$ cat src/rtl/fetch_pkg.sv
// Shared types for the instruction fetch queue. FETCH_ALIGN_CHECK_EN adds a per-entry
// misalign flag so misaligned PCs travel through the queue as NOPs.
package fetch_pkg;

    localparam int unsigned FetchAddrWidth = 32;
    localparam int unsigned FetchDataWidth = 32;

    localparam logic [FetchDataWidth-1:0] NOP_INSTR = 32'h0000_0013;

    typedef struct packed {
`ifdef FETCH_ALIGN_CHECK_EN
        logic                      misalign;
`endif
        logic [FetchAddrWidth-1:0] pc;
        logic [FetchDataWidth-1:0] instr;
    } fetch_entry_t;

    function automatic logic fetch_misaligned(input logic [1:0] pc_lsb);
        return pc_lsb != 2'b00;
    endfunction

endpackage

$ cat src/rtl/fetch_fifo.sv
// Circular FIFO of fetch_entry_t; clear empties it in one cycle and wins over push/pop.
module fetch_fifo
    import fetch_pkg::*;
#(
    parameter int unsigned DEPTH = 4
) (
    input  logic                   clk_i,
    input  logic                   rst_i,
    input  logic                   push_i,
    input  fetch_entry_t           push_data_i,
    input  logic                   pop_i,
    input  logic                   clear_i,
    output fetch_entry_t           head_o,
    output logic [$clog2(DEPTH):0] count_o
);

    localparam int unsigned PtrW = $clog2(DEPTH);
    localparam int unsigned CntW = PtrW + 1;
    localparam logic [CntW-1:0] FullCount = CntW'(DEPTH);

    fetch_entry_t    mem_q [DEPTH];
    logic [PtrW-1:0] wr_ptr_q, wr_ptr_d;
    logic [PtrW-1:0] rd_ptr_q, rd_ptr_d;
    logic [CntW-1:0] count_q, count_d;
    logic            do_push, do_pop;

    always_comb begin
        do_push  = push_i && !clear_i && (count_q != FullCount);
        do_pop   = pop_i && !clear_i && (count_q != '0);
        wr_ptr_d = wr_ptr_q;
        rd_ptr_d = rd_ptr_q;
        count_d  = count_q;
        if (clear_i) begin
            wr_ptr_d = '0;
            rd_ptr_d = '0;
            count_d  = '0;
        end else begin
            // Power-of-two depth: pointers wrap by natural overflow.
            if (do_push) wr_ptr_d = wr_ptr_q + 1'b1;
            if (do_pop)  rd_ptr_d = rd_ptr_q + 1'b1;
            case ({do_push, do_pop})
                2'b10:   count_d = count_q + 1'b1;
                2'b01:   count_d = count_q - 1'b1;
                default: count_d = count_q;
            endcase
        end
    end

    always_ff @(posedge clk_i) begin
        if (do_push) begin
            mem_q[wr_ptr_q] <= push_data_i;
        end
    end

    always_ff @(posedge clk_i or posedge rst_i) begin
        if (rst_i) begin
            wr_ptr_q <= '0;
            rd_ptr_q <= '0;
            count_q  <= '0;
        end else begin
            wr_ptr_q <= wr_ptr_d;
            rd_ptr_q <= rd_ptr_d;
            count_q  <= count_d;
        end
    end

    assign head_o  = mem_q[rd_ptr_q];
    assign count_o = count_q;

endmodule

$ cat src/rtl/instr_fetch_queue.sv
// Fetch queue between PC stage and decode: one-cycle ROM reads buffered in fetch_fifo.
// FETCH_ALIGN_CHECK_EN adds misalign_o; entry widths follow fetch_pkg.
module instr_fetch_queue
    import fetch_pkg::*;
#(
    parameter int unsigned ADDR_WIDTH = FetchAddrWidth,
    parameter int unsigned DATA_WIDTH = FetchDataWidth,
    parameter int unsigned DEPTH      = 4
) (
    input  logic                   clk_i,
    input  logic                   rst_i,
    input  logic                   pc_valid_i,
    input  logic [ADDR_WIDTH-1:0]  pc_i,
    output logic                   pc_ready_o,
    input  logic                   flush_i,
    output logic                   mem_rd_en_o,
    output logic [ADDR_WIDTH-1:0]  mem_addr_o,
    input  logic [DATA_WIDTH-1:0]  mem_rdata_i,
    output logic                   instr_valid_o,
    output logic [DATA_WIDTH-1:0]  instr_o,
    output logic [ADDR_WIDTH-1:0]  instr_pc_o,
    input  logic                   instr_ready_i,
    output logic [$clog2(DEPTH):0] occupancy_o
`ifdef FETCH_ALIGN_CHECK_EN
    ,
    output logic                   misalign_o
`endif
);

    localparam int unsigned CntW = $clog2(DEPTH) + 1;
    localparam logic [CntW:0] DepthCredits = (CntW + 1)'(DEPTH);

    logic                  inflight_q, inflight_d;
    logic [ADDR_WIDTH-1:0] inflight_pc_q, inflight_pc_d;
    logic [CntW-1:0]       count;
    logic [CntW:0]         credits;
    logic                  accept;
    logic                  fifo_push, fifo_pop;
    fetch_entry_t          push_entry, head;

`ifdef FETCH_ALIGN_CHECK_EN
    logic inflight_mis_q, inflight_mis_d;
`endif

    always_comb begin
        // Reserve a slot for the in-flight read so its response can never meet a full FIFO.
        credits    = {1'b0, count} + {{CntW{1'b0}}, inflight_q};
        pc_ready_o = !rst_i && !flush_i && (credits < DepthCredits);
        accept     = pc_valid_i && pc_ready_o;
`ifdef FETCH_ALIGN_CHECK_EN
        mem_rd_en_o    = accept && !fetch_misaligned(pc_i[1:0]);
        inflight_mis_d = accept ? fetch_misaligned(pc_i[1:0]) : inflight_mis_q;
`else
        mem_rd_en_o    = accept;
`endif
        // Flush forces pc_ready low, so the in-flight slot drains on the flush edge.
        inflight_d    = accept;
        inflight_pc_d = accept ? pc_i : inflight_pc_q;

        fifo_push        = inflight_q && !flush_i;
        push_entry       = '0;
        push_entry.pc    = inflight_pc_q;
        push_entry.instr = mem_rdata_i;
`ifdef FETCH_ALIGN_CHECK_EN
        push_entry.misalign = inflight_mis_q;
        if (inflight_mis_q) push_entry.instr = NOP_INSTR;
`endif
        fifo_pop = (count != '0) && instr_ready_i && !flush_i;
    end

    always_ff @(posedge clk_i or posedge rst_i) begin
        if (rst_i) begin
            inflight_q     <= 1'b0;
            inflight_pc_q  <= '0;
`ifdef FETCH_ALIGN_CHECK_EN
            inflight_mis_q <= 1'b0;
`endif
        end else begin
            inflight_q     <= inflight_d;
            inflight_pc_q  <= inflight_pc_d;
`ifdef FETCH_ALIGN_CHECK_EN
            inflight_mis_q <= inflight_mis_d;
`endif
        end
    end

    fetch_fifo #(
        .DEPTH (DEPTH)
    ) u_fifo (
        .clk_i       (clk_i),
        .rst_i       (rst_i),
        .push_i      (fifo_push),
        .push_data_i (push_entry),
        .pop_i       (fifo_pop),
        .clear_i     (flush_i),
        .head_o      (head),
        .count_o     (count)
    );

    assign mem_addr_o    = pc_i;
    assign instr_valid_o = (count != '0);
    assign instr_o       = instr_valid_o ? head.instr : '0;
    assign instr_pc_o    = instr_valid_o ? head.pc : '0;
    assign occupancy_o   = count;
`ifdef FETCH_ALIGN_CHECK_EN
    assign misalign_o    = instr_valid_o && head.misalign;
`endif

endmodule

$ cat config.mk
export PLATFORM = sky130hd
export DESIGN_NAME = instr_fetch_queue
export DESIGN_NICKNAME = d
export VERILOG_FILES = /design/src/rtl/fetch_pkg.sv /design/src/rtl/fetch_fifo.sv /design/src/rtl/instr_fetch_queue.sv
export SDC_FILE = /design/constraint.sdc
export NUM_CORES = 1
export LEC_CHECK = 0
export ABC_AREA = 1
export CORE_MARGIN = 5
export CORE_UTILIZATION = 35
export CTS_CLUSTER_SIZE = 30
export DETAILED_ROUTE_END_ITERATION = 10
export MAX_ROUTING_LAYER = met4
export PLACE_DENSITY = 0.52
export SETUP_SLACK_MARGIN = 0.02
export SYNTH_ARGS = -nofsm -noshare
export SYNTH_HDL_FRONTEND = slang
export SYNTH_SLANG_ARGS = --single-unit
$ cat constraint.sdc
create_clock -name clk_i -period 4.4 [get_ports clk_i]
set_input_delay 0.88 -clock clk_i [delete_from_list [all_inputs] [get_ports clk_i]]
set_output_delay 0.88 -clock clk_i [all_outputs]
set_load 0.005 [all_outputs]
==> summary.txt <==
Status
  – Status: finished clean

Synth
  – Syn nets: 1,068
  – Synthesized flop and latch total: 296
  – Synth Instances: about 990
  – Avg Cell Area, Syn: 12.0 sq um
  – Syn. warnings: 0
  – Sequential element share of the synthesized area: 72.9%
  – Yosys cell types: 25
  – Cell area after synthesis: 11,900 sq um

Floorplan
  – Row Count: 67
  – Chip Width: 195 microns
  – Core area: 33,600 sq um
  – Initial core utilization: 35.5%
  – Die area: ~38,000 sq um
  – Chip height: 195 microns
  – Top Ports: 171

Layout
  – Commonest non-fill, non-tap cell in the layout: nor2_1
  – Fill count: 3,104
  – Final cell count without fillers: 1,604
  – Share of post-route cells with drive strength above 1: 7.27%
  – Register area: 8700 sq um
  – Area Growth Syn to Fin: 24.9%
  – Most frequent cells in the layout: 258 x nor2_1, 256 x edfxtp_1, 170 x clkdlybuf4s50_1, 113 x nand2_1, 88 x o21ai_0
  – Area of the multi-input gates: 2590 sq um
  – Final net count: 1,205

Global routing
  – Overflow after GRT: 0
  – Vias in the first global route: between 7,000 and 8,000
  – Largest net degree at the start of global routing: 59
  – Gr usage total: about 15%
  – Antenna violations before repair: 1
  – Global-route wire length before repair: 43.7 mm

Clock network
  – Hold-fix buffer count after cts: 0
  – Clock-pin transition on the worst setup and hold timing paths: 0.06 ns
  – Clock buffer depth: 3
  – CTS tree: yes
  – Num CTS Buffers: 31
  – H-tree depth: 1
  – Worst skew pair latency: 0.54 ns
  – Post-CTS Setup Bufs: 0
  – Total clock sinks: about 300
  – Clock root cell: clkbuf_16
  – Cts repair resizes: 0

Critical path
  – CP required: 3.52 ns
  – R2R Path End: u_fifo.mem_q[3][9]
  – R2R cell count: 5
  – Crit. Startpoint: u_fifo.rd_ptr_q[0]
  – Crit-path max FO: 54
  – Worst Path Class, Setup: reg -> out
  – Startpoint Class: flop
  – R2r startpoint: u_fifo.count_o[0]
  – Crit. End Element: primary output
  – CP Capture Point: instr_o[16]
  – R2R Setup Slk: 2.31 ns
  – Crit path DAT: 3.00 ns

Timing
  – Worst setup margin: 0.519 ns
  – Slew @ Worst Pin: 0.703 ns
  – Final Hold Slack: ~0.5 ns
  – FMAX: 258 MHz
  – RSZ-0062 raised after global routing: false
  – Final Hold Viols: 0
  – Setup_tns: 0 ns
  – Max_slew headroom: 53.0%
  – Tmin final: 3.88 ns
  – Period utilization: between 80 and 90%
  – Final Setup Violations: 0
  – Slew Viols, Final: 0
  – Clk_skew: roughly 0.011 ns

Detailed routing
  – Drt first pass iters: 4
  – Starting DRT DRC Count: between 400 and 500
  – Via count: 7,504
  – Drc violations: 0
  – DR vias/cell: between 4 and 5
  – Antenna viol nets, final: 0
  – WL per Instance: 17.7 microns
  – Final wirelength: 28.4 mm

Place
  – Dpl hpwl: between 15 and 20 mm
  – GPL Wtd Cong: 0.758
  – Dpl cells: 1,546
  – IO Port Bufs: 170
  – Dpl ws: roughly 1.1 ns

Power
  – Sequential Power Share: approximately 40%
  – Comb power frac: 30.5%
  – Pleak: 5.31 nW
  – VDD IR max: approximately 0.00029 V
  – P_int: 6.27 mW
  – Clock network power share: 29.3%
  – Total power: 8.97 mW
  – Switching part of the total: a little under a third
  – Sw power: 2.70 mW
  – Pwr/cell area: 602 nW/um^2

Worst hold path
  – Worst hold path class: reg -> reg

Job
  – Maximum Capacitance Violations: 0
cell families (layout without fill, tap and decap cells):
logic type                 count (synthesis)  after routing  synth area share [%]
and+or+nand+nor                          387            387                  12.5
DFF                                      296            296                  72.9
AOI/OAI and AO/OA                        199            199                  8.38
buffers and inverters                    106            267                  5.64
adders and majority gates                  5              5                 0.588
xor gates and xnor gates                   1              1                0.0735
other                                      0              1                     0
Yosys cell counts, drive strengths merged:
master,count,area (sq um)
clkbuf,15,67.6
nand4,1,6.26
buf,72,532
a21oi,67,339
inv,19,73.8
edfxtp,256,7690
ha,4,50.1
nand2,117,459
nor2,263,990
dfrtp,40,1000
xnor2,1,8.76
fa,1,20.0
nand3,6,30.0
o21ai,132,661
worst min-delay path by stage:
| stage | start | to | cells after the start |
|---|---|---|---|
| global route | inflight_pc_q[9] | u_fifo.mem_q[3][41] | 0 |
| detailed placement | inflight_pc_q[15] | u_fifo.mem_q[1][47] | 0 |
| floorplan | inflight_pc_q[0] | u_fifo.mem_q[0][32] | 0 |
| CTS | inflight_pc_q[30] | u_fifo.mem_q[3][62] | 0 |
| global placement | inflight_pc_q[25] | u_fifo.mem_q[1][57] | 0 |
| finish | inflight_pc_q[30] | u_fifo.mem_q[3][62] | 0 |
power by group through the flow:
stage,Combinational (mW),Sequential [mW],Clock (mW)
floorplan,1.43,3.53,0
global placement,2.78,3.65,0
detailed placement,2.79,3.66,0
CTS,2.81,3.61,2.69
global route,3.02,3.64,2.82
finish,2.74,3.60,2.63
state kept, by name, indices dropped and copies added (netlist names):
register	flops
inflight_pc_q	32
u_fifo.wr_ptr_q	2
inflight_q	1
u_fifo.mem_q	256
u_fifo.rd_ptr_q	2
u_fifo.count_o	3
final cells by class:
cell class / count / area share [%]
Antenna cell: 1 / 0.0168
Clock buffer: 54 / 6.39
Clock inverter: 3 / 0.605
Inverter: 19 / 0.521
Multi-Input combinational cell: 592 / 17.4
Sequential cell: 296 / 58.4
Tap cell: 448 / 3.76
Timing Repair Buffer: 191 / 12.9
metal layers:
layer / vias to the layer above / wire length [microns] / GRT usage [%]
met5: - / 0 / -
met4: 0 / 580 / 3.20
met3: 37 / 1200 / 2.53
met2: 180 / 13600 / 24.6
met1: 3613 / 13000 / 19.9
li1: 3674 / - / -
worst max-delay path: stages (launching register included):
cell	delay [ns]
dfrtp_4	0.65
inv_4	0.51
buf_4	0.39
o21ai_1	0.11
a21oi_1	0.25
clkdlybuf4s50_1	0.55
metrics by stage:
stage | utilization, % | instance area, sq um
6_report | 44.3 | 14900
5_1_grt | 44.3 | 14900
4_1_cts | 44.3 | 14900
3_5_place_dp | 41.2 | 13800
3_3_place_gp | 41.2 | 13800
2_1_floorplan | - | 11900
No activity file was read; power rests on OpenSTA's default activity.
